File: src/rtl/c64_dma_pkg.sv
// Shared types and defaults for the C64 expansion-port DMA responder.
package c64_dma_pkg;

  localparam int SETTLE_CYCLES_DEF = 3;
  localparam int HOLD_CYCLES_DEF   = 2;
  localparam int CNT_W             = 4;

  typedef enum logic [2:0] {
    ST_IDLE     = 3'd0,
    ST_SETTLE   = 3'd1,
    ST_READY    = 3'd2,
    ST_CYC_PHI1 = 3'd3,
    ST_CYC_PHI2 = 3'd4,
    ST_HOLD     = 3'd5
  } dma_state_e;

  // rise marks the start of phi2, fall marks the start of phi1.
  typedef struct packed {
    logic rise;
    logic fall;
  } phi2_tick_t;

endpackage

File: src/rtl/phi2_counter.sv
// Down-counter stepped once per phi2 period; shared by the settle and hold waits.
module phi2_counter
  import c64_dma_pkg::*;
(
  input  logic             clk,
  input  logic             reset,
  input  logic             load,
  input  logic [CNT_W-1:0] load_val,
  input  logic             dec,
  output logic             expire
);

  logic [CNT_W-1:0] count_q, count_d;

  // NOTE: every output of this block gets a default first, so no path leaves it unassigned and no latch is inferred.
  always_comb begin
    count_d = count_q;
    expire  = 1'b0;
    if (load) begin
      count_d = load_val;
    end else if (dec) begin
      // expire on the tick that takes the count to zero (or finds it already there)
      expire  = (count_q <= CNT_W'(1));
      count_d = (count_q == '0) ? '0 : count_q - CNT_W'(1);
    end
  end

  // NOTE: state registers use non-blocking assignments so every flop samples pre-edge values.
  always_ff @(posedge clk) begin
    if (reset) count_q <= '0;
    else       count_q <= count_d;
  end

endmodule

File: src/rtl/c64_dma_port.sv
// C64-side responder for the REU toggle handshake: owns /DMA and runs one
// 6510-timed bus cycle per request toggle, then toggles dma_ack.
module c64_dma_port
  import c64_dma_pkg::*;
#(
  parameter int SETTLE_CYCLES = SETTLE_CYCLES_DEF,
  parameter int HOLD_CYCLES   = HOLD_CYCLES_DEF
) (
  input  logic        clk,
  input  logic        reset,
  input  logic [15:0] dma_a,
  input  logic [7:0]  dma_d,
  input  logic        dma_rw,
  input  logic        dma_req,
  output logic        dma_ack,
  output logic [7:0]  dma_q,
  input  logic        phi2_rise,
  input  logic        phi2_fall,
  input  logic        ba,
  input  logic [7:0]  bus_d_in,
  output logic        dma_n,
  output logic [15:0] bus_a,
  output logic        bus_a_oe,
  output logic        bus_rw_n,
  output logic [7:0]  bus_d,
  output logic        bus_d_oe
);

  localparam logic [CNT_W-1:0] SETTLE_LOAD = CNT_W'(SETTLE_CYCLES);
  localparam logic [CNT_W-1:0] HOLD_LOAD   = CNT_W'(HOLD_CYCLES);

  dma_state_e state_q, state_d;
  phi2_tick_t tick;

  logic        dma_n_q,    dma_n_d;
  logic [15:0] bus_a_q,    bus_a_d;
  logic        bus_a_oe_q, bus_a_oe_d;
  logic        bus_rw_n_q, bus_rw_n_d;
  logic [7:0]  bus_d_q,    bus_d_d;
  logic        bus_d_oe_q, bus_d_oe_d;
  logic [7:0]  dma_q_q,    dma_q_d;
  logic        dma_ack_q,  dma_ack_d;

  logic             pending;
  logic             start_cycle;
  logic             cnt_load;
  logic [CNT_W-1:0] cnt_load_val;
  logic             cnt_dec;
  logic             cnt_expire;

  assign tick    = '{rise: phi2_rise, fall: phi2_fall};
  assign pending = (dma_req != dma_ack_q);

  phi2_counter u_wait_cnt (
    .clk      (clk),
    .reset    (reset),
    .load     (cnt_load),
    .load_val (cnt_load_val),
    .dec      (cnt_dec),
    .expire   (cnt_expire)
  );

  always_comb begin
    state_d      = state_q;
    dma_n_d      = dma_n_q;
    bus_a_d      = bus_a_q;
    bus_a_oe_d   = bus_a_oe_q;
    bus_rw_n_d   = bus_rw_n_q;
    bus_d_d      = bus_d_q;
    bus_d_oe_d   = bus_d_oe_q;
    dma_q_d      = dma_q_q;
    dma_ack_d    = dma_ack_q;
    cnt_load     = 1'b0;
    cnt_load_val = '0;
    cnt_dec      = 1'b0;
    start_cycle  = 1'b0;

    case (state_q)
      ST_IDLE: begin
        dma_n_d    = 1'b1;
        bus_a_oe_d = 1'b0;
        if (pending) begin
          dma_n_d      = 1'b0;
          cnt_load     = 1'b1;
          cnt_load_val = SETTLE_LOAD;
          state_d      = ST_SETTLE;
        end
      end

      // Let pending CPU writes drain before taking the bus.
      ST_SETTLE: begin
        cnt_dec = tick.fall;
        if (cnt_expire) state_d = ST_READY;
      end

      ST_READY: begin
        if (tick.fall) begin
          if (pending && ba) begin
            start_cycle = 1'b1;
          end else if (ba) begin
            cnt_load     = 1'b1;
            cnt_load_val = HOLD_LOAD;
            state_d      = ST_HOLD;
          end
        end
      end

      ST_CYC_PHI1: begin
        if (tick.rise) begin
          bus_d_oe_d = ~bus_rw_n_q;
          state_d    = ST_CYC_PHI2;
        end
      end

      // R/W returns to read so the still-driven address cannot cause a second write.
      ST_CYC_PHI2: begin
        if (tick.fall) begin
          if (bus_rw_n_q) dma_q_d = bus_d_in;
          dma_ack_d  = ~dma_ack_q;
          bus_d_oe_d = 1'b0;
          bus_rw_n_d = 1'b1;
          state_d    = ST_READY;
        end
      end

      ST_HOLD: begin
        if (tick.fall) begin
          if (pending && ba) begin
            start_cycle = 1'b1;
          end else if (!pending) begin
            cnt_dec = 1'b1;
            if (cnt_expire) begin
              bus_a_oe_d = 1'b0;
              dma_n_d    = 1'b1;
              state_d    = ST_IDLE;
            end
          end
        end
      end

      default: state_d = ST_IDLE;
    endcase

    // Operands are captured once here; later changes on dma_a/dma_rw are ignored.
    if (start_cycle) begin
      bus_a_d    = dma_a;
      bus_rw_n_d = ~dma_rw;
      bus_d_d    = dma_d;
      bus_a_oe_d = 1'b1;
      state_d    = ST_CYC_PHI1;
    end
  end

  always_ff @(posedge clk) begin
    if (reset) begin
      state_q    <= ST_IDLE;
      dma_n_q    <= 1'b1;
      bus_a_q    <= '0;
      bus_a_oe_q <= 1'b0;
      bus_rw_n_q <= 1'b1;
      bus_d_q    <= '0;
      bus_d_oe_q <= 1'b0;
      dma_q_q    <= '0;
    end else begin
      state_q    <= state_d;
      dma_n_q    <= dma_n_d;
      bus_a_q    <= bus_a_d;
      bus_a_oe_q <= bus_a_oe_d;
      bus_rw_n_q <= bus_rw_n_d;
      bus_d_q    <= bus_d_d;
      bus_d_oe_q <= bus_d_oe_d;
      dma_q_q    <= dma_q_d;
    end
  end

  // NOTE: dma_ack is deliberately outside reset; it powers up 0 from device configuration and the initiator resyncs req to it.
  always_ff @(posedge clk) begin
    if (!reset) dma_ack_q <= dma_ack_d;
  end

  assign dma_ack  = dma_ack_q;
  assign dma_q    = dma_q_q;
  assign dma_n    = dma_n_q;
  assign bus_a    = bus_a_q;
  assign bus_a_oe = bus_a_oe_q;
  assign bus_rw_n = bus_rw_n_q;
  assign bus_d    = bus_d_q;
  assign bus_d_oe = bus_d_oe_q;

endmodule

File: config.mk
export PLATFORM = sky130hd
export DESIGN_NAME = c64_dma_port
export DESIGN_NICKNAME = d
export VERILOG_FILES = /design/src/rtl/c64_dma_pkg.sv /design/src/rtl/phi2_counter.sv /design/src/rtl/c64_dma_port.sv
export SDC_FILE = /design/constraint.sdc
export NUM_CORES = 1
export LEC_CHECK = 0
export BUFFER_PORTS_ARGS = -buffer_cell sky130_fd_sc_hd__buf_2
export CAP_MARGIN = 20
export CORE_AREA = 4 4 92 51
export DETAILED_ROUTE_END_ITERATION = 10
export DIE_AREA = 0 0 96 55
export PLACE_DENSITY_LB_ADDON = 0.12
export SLEW_MARGIN = 20
export SYNTH_ARGS = -nofsm -noshare
export SYNTH_HDL_FRONTEND = slang
export SYNTH_HIERARCHICAL = 1
export SYNTH_SLANG_ARGS = --single-unit
export TNS_END_PERCENT = 5
File: constraint.sdc
create_clock -name clk -period 5.4 [get_ports clk]
set_clock_uncertainty 0.15 [all_clocks]
set_input_delay 1.35 -clock clk [delete_from_list [all_inputs] [get_ports clk]]
set_output_delay 1.35 -clock clk [all_outputs]
set_load 0.1 [all_outputs]
==> run summary, run 1 <==
The run finished with clean final reports. The power per cell area came out at 373 nW/um2. The synthesis-to-layout area growth is 24.4%. The clock transition at the registers of the reported paths came out at around 0.080 ns.

The synthesized netlist devotes 1.28% of its cell area to XOR and XNOR gates. The initial antenna violation count came out at 0. The cell area reported after detailed placement came out at 2320 um2. The flip-flop and latch count after synthesis came out at 44.

The largest voltage drop on the vdd net is approximately 0.16 mV. The smallest clock period supported by the final layout is computed as slightly below 4 ns. In this run the critical register-to-register path is captured at state_q[2]. The global-route wire length before repair is around 7.6 mm. Counting the fill cells in the layout gives 348.

The cell area after layout came out at 2430 um2. The synthesized area per cell is about 7.9 um2. In this run the worst path has a maximum fanout of 10.

The post-synthesis async set-or-reset flop share came out at 0%. The setup path with the least slack is of type input pin to register. For this run, the slowest stage of the critical path takes 0.93 ns. The largest individual stage delay along the critical path comes from the cell a2111oi_0.

The cell area that synthesis handed to floorplanning was 1950 um2. In the final layout, the multi-input gates occupy 953 um2. In this run the tool buffered the top-level ports with 75 buffer cells. Setup slack on the worst reg-to-reg path comes out at between 2 and 2.5 ns.

Setup repair after global routing left no endpoint under its margin. The synthesized netlist devotes 21.4% of its cell area to compound gates. The pin count of the biggest net entering global routing came out at 47.

For hold timing, the worst endpoint is bus_a[3]. The proportion of layout cells with a drive suffix above 1 came out at just under 30%. For this design the top-level I/O count stands at 76. The actual slew at the worst max-slew pin came out at 1.02 ns.

The share of the yosys chip area belonging to registers came out at 45.6%. The top cell types in the final layout, fill and taps aside, are buf_2, nand2_1, dfxtp_1. The die is 55 um tall. The half-perimeter wire length after placement is 3.30 mm. The count of routing violations after the opening detailed-route iteration came out at 67.

The total negative slack came out at 0 ns. The number of max-capacitance violations reported is 0. The headroom to the max-slew limit is a little under a third. The min-delay analysis places its worst path in the category register to register. The critical path goes through buf_2, xor2_2, a2111oi_0, inv_1, nor3_1, nor3b_1, a31o_2, a21oi_1, a31o_2, nand2_1. The number of enable flip-flop cells after synthesis came out at 1. The upper clock frequency limit is 0.257 GHz. The final routed DRC violation total came out at 0.

The leakage power came out at between 1 and 1.5 nW. The detail-routed net length per standard cell came out at 12.7 um. The final number of setup-violating endpoints came out at 0. The final standard cell count with taps included and fillers excluded came out at 371.

The cell seen most often among critical-path stages is a31o_2. The floorplan step set the die width to around 96 um. The final-report hold violation count came out at 0. The number of buffers inserted during clock tree synthesis is 5. Summing the areas of all and, or, nand and nor instances in the mapped netlist gives 24.6% of the synthesized area. The total routing usage reported by global routing came out at 18.4%. The fraction of the cycle the final worst path needs is 72.1%.

The worst hold margin is 0.303 ns. The residual overflow from global routing came out at 0. Routability-driven placement finished with a final weighted congestion of 0.881. The Yosys warning count is 6. The footprint of the flip-flops and latches is approximately 900 um2. The required time at the worst-slack endpoint came out at 5.44 ns. The clock net sink count is 44. The H-tree depth is 2. The arithmetic-cell share of the synthesized area counting full adders, half adders and majority gates came out at 0%. In the routed layout, each cell is associated on average with a via count of 5.22.

The number of distinct standard cells referenced by the synthesized netlist came out at 46. Data on the critical path arrives at its endpoint at 3.93 ns. The post-synthesis cell count is 248. The total instance count after detailed placement is around 360.

Once detail routing completed, the nets flagged for antenna violations numbered 0. The total die area is 5280 um2. The start point of the worst min-delay path is bus_a[3]. The overall power after layout came out at 906 uW. Among all flip-flop cells after synthesis, the most frequent one is dfxtp_1.

The initial utilization of the core area, before any placement, comes to 51.1%. Clock latency on the worst-skew pair, taken at its later pin, is 0.29 ns. TritonCTS built the clock tree. The first detailed-routing pass took 4 iterations. The cell count of the worst reg-to-reg path is 9. The buffer count from post-CTS setup fixing came out at 0.

The worst hold path depth is 2. After floorplanning, the core was sized to cover 3820 um2. The repair_antennas step left the layout with diodes totalling 0. The worst register-to-register path begins at dma_ack. The post-layout net count came out at 356.

The total number of placement rows came out at 16. The number of global-route vias before repair was 1745. The multiplexer share of the synthesized area came out at just over 1%. The number of pins exceeding their max-slew limit in the final report was 0. The final routed wirelength across all metal layers came out at 4.71 mm.

The most common cell after layout, fill and taps aside is buf_2. The worst setup path is launched from an input pin. The cell chosen for the clock root is clkbuf_8.

The maximum root-to-sink buffer count came out at 2. By area, the combinational part of the netlist is dominated by simple AND/OR/NAND/NOR gates. Post-CTS repair changed the size of 0 cells.

The capturing element type of the critical path is a register. The count of vias placed by the detailed router came out at 1938. The number of buffers inserted by hold repair at cts is 0.
## flip-flops by register name, summed over array words and instances, names as in the netlist
name / flops
bus_d_oe: 1
dma_n: 1
bus_a: 16
bus_d: 8
dma_q: 8
bus_rw_n: 1
dma_ack: 1
state_q: 3
u_wait_cnt/count_q: 4
bus_a_oe: 1
## cells by family (layout without fill, tap and decap cells)
logic type | count (synthesis) | after routing
flops | 44 | 44
simple gates | 107 | 107
other cells | 1 | 2
mux | 2 | 2
compound gates | 67 | 67
xor+xnor | 2 | 2
buf+inv | 25 | 93
## per-layer routing
metal,global-route usage [%],share of wire (%),vias up
li1,-,-,987
met1,21.3,43,886
met2,32.8,47,62
met3,7.84,9.3,3
met4,3.07,0.15,0
met5,0,0,-
## where the power goes
part | internal (mW) | switching (mW) | total [mW]
clock | 0.0880 | 0.108 | 0.196
sequential | 0.356 | 0.0496 | 0.405
combinational | 0.102 | 0.202 | 0.304
total | 0.546 | 0.360 | 0.906
## worst max-delay path, delay by kind of cell
| family | cells | cell delay, ns |
|---|---|---|
| xor+xnor | 1 | 0.22 |
| buf+inv | 2 | 0.34 |
| simple gates | 3 | 0.53 |
| compound gates | 4 | 1.48 |
## cell usage after synthesis (all sizes together) (2+ instances only)
master,instances,area share (%)
a211oi,4,2.2
nor3,5,1.3
a311oi,3,1.3
nand3b,2,0.77
clkbuf,13,2.5
or3,3,1.1
mux2i,2,1.0
a31o,2,0.90
o31ai,2,0.77
nand2,63,12
o21ai,6,1.5
buf,4,1.8
inv,8,1.5
a21oi,39,10
nor2,12,2.3
nand3,11,2.8
nand4,2,0.64
o21a,2,0.77
dfxtp,43,44
## through the flow
stage / setup slack (ns) / util (%)
4_1_cts: 1.55 / 62.9
2_1_floorplan: 1.71 / -
5_1_grt: 1.27 / 63.6
3_3_place_gp: 1.35 / 60.8
6_report: 1.50 / 63.6
3_5_place_dp: 1.23 / 60.8
## how the worst max path moves through the flow
stage | start | end | slack [ns] | cells after the start
6_report | dma_req | state_q[2] | 1.50 | 10
3_5_place_dp | dma_req | state_q[2] | 1.23 | 10
3_3_place_gp | dma_req | state_q[2] | 1.35 | 10
4_1_cts | dma_req | state_q[2] | 1.55 | 10
5_1_grt | dma_req | state_q[2] | 1.27 | 10
2_1_floorplan | phi2_fall | state_q[2] | 1.71 | 10
## area by class of cell
class                      instances  area share, %
tap                               54           2.78
inverter                           8           1.24
clock inverter                     2          0.463
sequential                        44           36.6
multi-input combinational        180           39.2
timing repair buffer              78           16.8
clock buffer                       5           2.83
Power figures use the tool's default switching activity.
==> run 2: changes to the inputs <==
--- a/config.mk
+++ b/config.mk
@@ -7,9 +7,9 @@
 export LEC_CHECK = 0
 export BUFFER_PORTS_ARGS = -buffer_cell sky130_fd_sc_hd__buf_2
 export CAP_MARGIN = 20
-export CORE_AREA = 4 4 92 51
+export CORE_AREA = 4 4 101 55
 export DETAILED_ROUTE_END_ITERATION = 10
-export DIE_AREA = 0 0 96 55
+export DIE_AREA = 0 0 105 59
 export PLACE_DENSITY_LB_ADDON = 0.12
 export SLEW_MARGIN = 20
 export SYNTH_ARGS = -nofsm -noshare
==> constraint.sdc (replaced) <==
create_clock -name clk -period 3.5 [get_ports clk]
set_clock_uncertainty 0.15 [all_clocks]
set_input_delay 0.875 -clock clk [delete_from_list [all_inputs] [get_ports clk]]
set_output_delay 0.875 -clock clk [all_outputs]
set_load 0.1 [all_outputs]
==> run 2 against run 1 <==
Effect of this change:
- via count up 0.41%
- setup slack worse by 1.0 ns
- clock-buffer cell count up 2
- die area up 17%
- largest cell class unchanged
- final cell count up 2.4%
- highest routed layer unchanged
- final area up 1.4%
==> run summary, run 2 (synthesized netlist as in run 1, its figures left out) <==
The end of the worst register-to-register path is state_q[2]. In this design, the largest share of critical-path delay is due to compound AO/OA/AOI/OAI gates. Buffers added to address setup during post-CTS repair amount to 0. The total number of placement rows is 18. The number of buffer cells added on primary ports came out at 75. The start point of the worst min-delay path is dma_q[2]. The clock transition at the registers of the reported paths is around 0.080 ns. The critical path goes through buf_2, xor2_2, a2111oi_0, inv_1, nor3_1, nor3b_1, a31o_2, a21oi_1, a31o_2, nand2_1.

Hold repair after CTS inserted 0 buffers. The number of buffers inserted during clock tree synthesis came out at 5. The final routed wirelength across all metal layers came out at 5.16 mm. The overall power after layout is 1.47 mW. The global placer's final weighted congestion came out at between 0.9 and 1.

The critical path's largest stage delay came out at 0.59 ns. The detail-routed net length per standard cell is between 10 and 15 um. STA classifies the critical path startpoint as an input pin. The startpoint identified for the worst register-to-register timing path is dma_ack. The core box area is between 4000 and 5000 um2. The cell chosen for the clock root is clkbuf_8.

The count of nets left with antenna violations after detail routing came out at 0. The register with the most flip-flops in the layout has 16 of them. The largest fanout on the critical path came out at 10.

For this run, design rule violations remaining after detail routing come to 0. The actual slew at the worst max-slew pin came out at 0.855 ns. The worst path meets setup with approximately 0.47 ns of slack. The top cell types in the final layout, fill and taps aside, are buf_2, nand2_1, dfxtp_1.

The residual overflow from global routing is 0. The multi-input combinational cells in the finished layout cover a total of between 900 and 1000 um2. The first global-routing pass estimated around 8.3 mm of wire. The total die area is 6200 um2.

Across every metal layer, demand over resource in global routing totals 16.7%. The footprint of the flip-flops and latches came out at 891 um2. The initial utilization of the core area, before any placement, comes to 41.3%.

The post-place setup slack came out at 0.206 ns. In this run the worst hold path is classified as register to register. The slowest stage of the critical path is the a2111oi_0 cell. Setup repair after global routing left no endpoint under its margin. The number of pins exceeding their max-slew limit in the final report is 0. The final-report hold violation count came to 0. The TritonCTS clock tree is yes.

The required time at the worst-slack endpoint came out at about 3.5 ns. The pin count of the biggest net entering global routing came out at 47. The half-perimeter wire length after placement came out at between 3 and 4 mm. The cell seen most often among critical-path stages is a31o_2. The maximum root-to-sink buffer count came out at 2. The clock net sink count came out at 44. The utilization of the core after routing came out at 52.1%. The buffers plus inverters on the worst setup path came out at 2. The worst hold path depth came out at 2.

By startpoint and endpoint, the worst setup path is classified as input pin to register. In this run the tightest slew margin relative to its limit is 43.0%. The leakage power came out at 1.04 nW. The total negative slack is 0 ns. The largest voltage drop on the vdd net came out at 0.226 mV. The reg2reg setup slack came out at 0.68 ns.

Measured along the y axis, the die boundary spans 59 um. The number of global-route vias before repair is 1741. The number of fill cells came out at 464.

The run finished with clean final reports. The antenna diode instance count came out at 0. Setup violations remaining at the end of the flow were counted as 0. During I/O placement, the number of pins put on the boundary was 76. Before antenna repair, the detailed router went through 4 iterations. The upper clock frequency limit is 0.330 GHz. The proportion of layout cells with a drive suffix above 1 came out at 29.7%.

The fraction of the cycle the final worst path needs came out at approximately 87%. The post-layout net count came out at 358. The capturing element type of the critical path is a register. The power per cell area came out at 597 nW/um2. The number of gates resized after CTS came out at 0. The most common cell after layout, fill and taps aside is buf_2. The H-tree depth is 2. The initial antenna violation count is 0.

The clock period could shrink to 3.03 ns. The number of max-capacitance violations reported came out at 0. The worst endpoint data arrival time came out at 3.07 ns. At the later pin of the worst-skew pair, clock insertion delay measures between 0.2 and 0.3 ns.

The cell count of the worst reg-to-reg path is 9. The die is 105 um wide. Using the TritonRoute via totals, the vias-per-cell ratio works out to ~5.1.

The synthesis-to-layout area growth is 26.1%. The path with the worst hold slack has its endpoint at dma_q[2]. Across all layers, the routed design uses 1946 vias. The worst hold margin came out at 0.304 ns. The count of routing violations after the opening detailed-route iteration came out at 115.
## run 2: changes by cell type in the layout (fill, tap and decap cells not counted), sizes merged
cell    delta
inv        -1
buf        +2
clkbuf     +2
## run 2: tightest hold or removal path, stage by stage (launching register included)
cell	delay, ns
dfxtp_1	0.31
nand2_1	0.05
a21oi_1	0.05
## run 2: layout make-up
cell class / count / share of cell area [%]
clock inverters: 1 / 0.203
flip-flops and latches: 44 / 36.1
clock buffers: 7 / 3.96
multi-input cells: 180 / 38.7
well taps: 60 / 3.05
repair buffers: 80 / 16.8
inverters: 8 / 1.22
## run 2: layer usage
metal / track usage, % / part of all wire [%] / up-vias
met5: 0 / 0 / -
met4: 4.67 / 0.78 / 0
met2: 23.2 / 40 / 75
met3: 6.09 / 8.6 / 7
met1: 24.3 / 51 / 873
li1: - / - / 991
## run 2: power breakdown
part | total (mW) | internal, mW | switching [mW]
combinational | 0.506 | 0.167 | 0.339
clock | 0.356 | 0.183 | 0.173
sequential | 0.610 | 0.549 | 0.0609
## run 2: metrics by stage
step | instance area (um2) | instances
2_1_floorplan | 1960 | 249
3_3_place_gp | 2360 | 372
3_5_place_dp | 2360 | 372
4_1_cts | 2460 | 380
5_1_grt | 2460 | 380
6_report | 2460 | 380
## run 2: worst max-delay path by stage
stage / from / end / slack [ns] / cells after the start
2_1_floorplan: dma_ack / state_q[2] / 0.1 / 9
3_3_place_gp: dma_req / state_q[2] / 0.23 / 10
3_5_place_dp: dma_req / state_q[2] / 0.21 / 10
4_1_cts: dma_req / state_q[2] / 0.51 / 10
5_1_grt: dma_req / state_q[2] / 0.22 / 10
6_report: dma_req / state_q[2] / 0.47 / 10
==> run 3: changes to the inputs <==
--- a/config.mk
+++ b/config.mk
@@ -7,10 +7,10 @@
 export LEC_CHECK = 0
 export BUFFER_PORTS_ARGS = -buffer_cell sky130_fd_sc_hd__buf_2
 export CAP_MARGIN = 20
-export CORE_AREA = 4 4 101 55
+export CORE_AREA = 4 4 96 53
 export DETAILED_ROUTE_END_ITERATION = 10
-export DIE_AREA = 0 0 105 59
-export PLACE_DENSITY_LB_ADDON = 0.12
+export DIE_AREA = 0 0 100 57
+export PLACE_DENSITY = 0.8
 export SLEW_MARGIN = 20
 export SYNTH_ARGS = -nofsm -noshare
 export SYNTH_HDL_FRONTEND = slang
==> constraint.sdc (replaced) <==
create_clock -name clk -period 3.13 [get_ports clk]
set_clock_uncertainty 0.15 [all_clocks]
set_input_delay 0.7825 -clock clk [delete_from_list [all_inputs] [get_ports clk]]
set_output_delay 0.7825 -clock clk [all_outputs]
set_load 0.1 [all_outputs]
==> run 3 against run 2 <==
Effect of this change:
- sequential power up 9.2%
- clock-buffer cell count down 2
- utilization up 7.4 points
- worst hold slack better by 0.00083 ns
- setup slack worse by 0.14 ns
- combinational power up 23%
- sequential share of layout area down 0.75 points
- critical endpoint unchanged
- largest power group unchanged
==> run summary, run 3 (synthesized netlist as in run 1, its figures left out) <==
The final-report hold violation count is 0. The residual overflow from global routing is 0. From synthesis to final layout, the design area changed by 28.8%. The count of vias placed by the detailed router came out at 2036. For this design the top-level I/O count stands at 76. The number of iterations in the first detailed-routing pass came out at 5. The worst setup path is captured at a register. The count of routing violations after the opening detailed-route iteration is 146. The pin count of the biggest net entering global routing came out at between 40 and 50. The headroom to the max-slew limit is 44.8%. In this run the most critical hold path is launched from bus_d[2]. The antenna diode instance count came out at 0. The initial antenna violation count came to 0. Setup violations remaining at the end of the flow were counted as 0.

The worst setup path is of the input pin to register kind. The final critical path time including I/O delays and setup came out at between 2 and 3 ns. Static timing analysis puts the maximum clock frequency at 0.356 GHz. The number of pins exceeding their max-slew limit in the final report is 0. The number of max-capacitance violations reported came out at 0. The cell count of the worst reg-to-reg path came out at 9.

TritonCTS built the clock tree. The largest voltage drop on the vdd net came out at slightly above 0.3 mV. Global routing consumed, over all layers together, 19.0% of the routing resources. The flip-flop count of the largest register, all copies and words added came out at 16. The proportion of layout cells with a drive suffix above 1 is 31.4%.

At the end of the flow the core is filled with cells to between 50% and 60%. The global-route wire length before repair is 8.82 mm. The power per cell area came out at 690 nW/um2. The half-perimeter wire length after placement is 3.80 mm. The number of fill cells is a little over 400.

The clock tree synthesis step divided the H-tree into 2 levels. The actual slew at the worst max-slew pin is roughly 0.83 ns. The run finished with clean final reports. The post-detailed-route via-to-cell ratio came out at 5.33. The path with the worst hold slack has its endpoint at bus_d[2]. In the layout the commonest cells are buf_2, nand2_1, dfxtp_1. The clock latency on the worst-skew pair is 0.30 ns. The die is roughly 57 um tall. The cell chosen for the clock root is clkbuf_8. The total die area came out at 5700 um2. The count of nets left with antenna violations after detail routing is 0.

Clock-pin slew was measured on the worst setup and hold paths at 0.09 ns. After detailed routing, the average wire length per cell comes to approximately 14 um. The buffer count from post-CTS setup fixing is 0. Counting tap cells, the placed design contains a total of approximately 370 instances. The final standard cell count with taps included and fillers excluded is 382. The setup check on the worst reg-to-reg path leaves a slack of 0.44 ns. The total negative slack is 0 ns.

In this run the critical register-to-register path is launched from dma_ack. The most common cell after layout, fill and taps aside is buf_2. The number of gates resized after CTS came out at 0.

The final routed wirelength across all metal layers came out at 5.37 mm. Counting instances, the worst hold path has a depth of 2. The fraction of the cycle the final worst path needs came out at 89.6%. The die width came out at 100 um.

The min-delay analysis places its worst path in the category register to register. Buffers inserted to repair hold after CTS numbered 0. The leakage power is ~1.1 nW. The largest fanout on the critical path is 10. The worst register-to-register path ends at state_q[2]. The required time at the worst-slack endpoint came out at 3.19 ns.

Setup repair after global routing left no endpoint under its margin. The count of buffers added on input and output ports is 75. The final routed DRC violation total came out at 0. In this run, CTS created clock tree buffers numbering 5. The worst setup path is launched from an input pin.

The maximum root-to-sink buffer count is 2. The total number of placement rows came out at 17. The post-layout net count came out at about 360. The global placer's final weighted congestion came out at 0.899. The clock net sink count is between 40 and 50. The core box area is 4230 um2. The initial cell density of the core came out at between 40% and 50%. The number of global-route vias before repair is 1870. The worst endpoint data arrival time is 2.86 ns.
[run 3: metrics by stage]
stage / setup slack [ns] / area [um2] / power (mW) / hold WS (ns)
after floorplan: 0.0136 / 1960 / 1.14 / 0.311
after global placement: 0.156 / 2400 / 1.27 / 0.289
after detailed placement: 0.0554 / 2400 / 1.28 / 0.293
after CTS: 0.359 / 2520 / 1.74 / 0.307
after global routing: 0.0792 / 2520 / 1.84 / 0.321
final: 0.325 / 2520 / 1.74 / 0.305
[run 3: cell type report]
type	count	area, um2	area share (%)
clock inverters	3	46.3	1.84
repair buffers	85	450	17.9
inverters	8	30.0	1.19
flip-flops and latches	44	891	35.4
clock buffers	5	68.8	2.73
multi-input cells	180	960	38.1
well taps	57	71.3	2.83
[run 3: routing by layer]
layer	up-vias	part of all wire, %	track usage (%)
li1	1001	-	-
met3	10	12	7.45
met4	0	1.2	4.22
met1	921	43	26.4
met5	-	0	0
met2	104	44	28.2
[run 3: critical path: stages]
cell	delay, ns
buf_2	0.13
xor2_2	0.24
a2111oi_2	0.44
inv_1	0.16
nor3_1	0.38
nor3b_1	0.09
a31o_2	0.22
a21oi_1	0.18
a31o_2	0.18
nand2_1	0.05
[run 3: how the worst max path moves through the flow]
stage / startpoint / end / slack [ns] / depth (start not counted)
after floorplan: dma_ack / state_q[2] / 0.01 / 9
after global placement: dma_req / state_q[2] / 0.16 / 10
after detailed placement: dma_req / state_q[2] / 0.06 / 10
after CTS: dma_req / state_q[2] / 0.36 / 10
after global routing: dma_req / state_q[2] / 0.08 / 10
final: dma_req / state_q[2] / 0.32 / 10
[run 3: power breakdown]
part / total (mW) / internal (mW) / switching [mW]
clock: 0.450 / 0.241 / 0.209
combinational: 0.620 / 0.205 / 0.415
sequential: 0.666 / 0.614 / 0.0522
total: 1.74 / 1.06 / 0.677
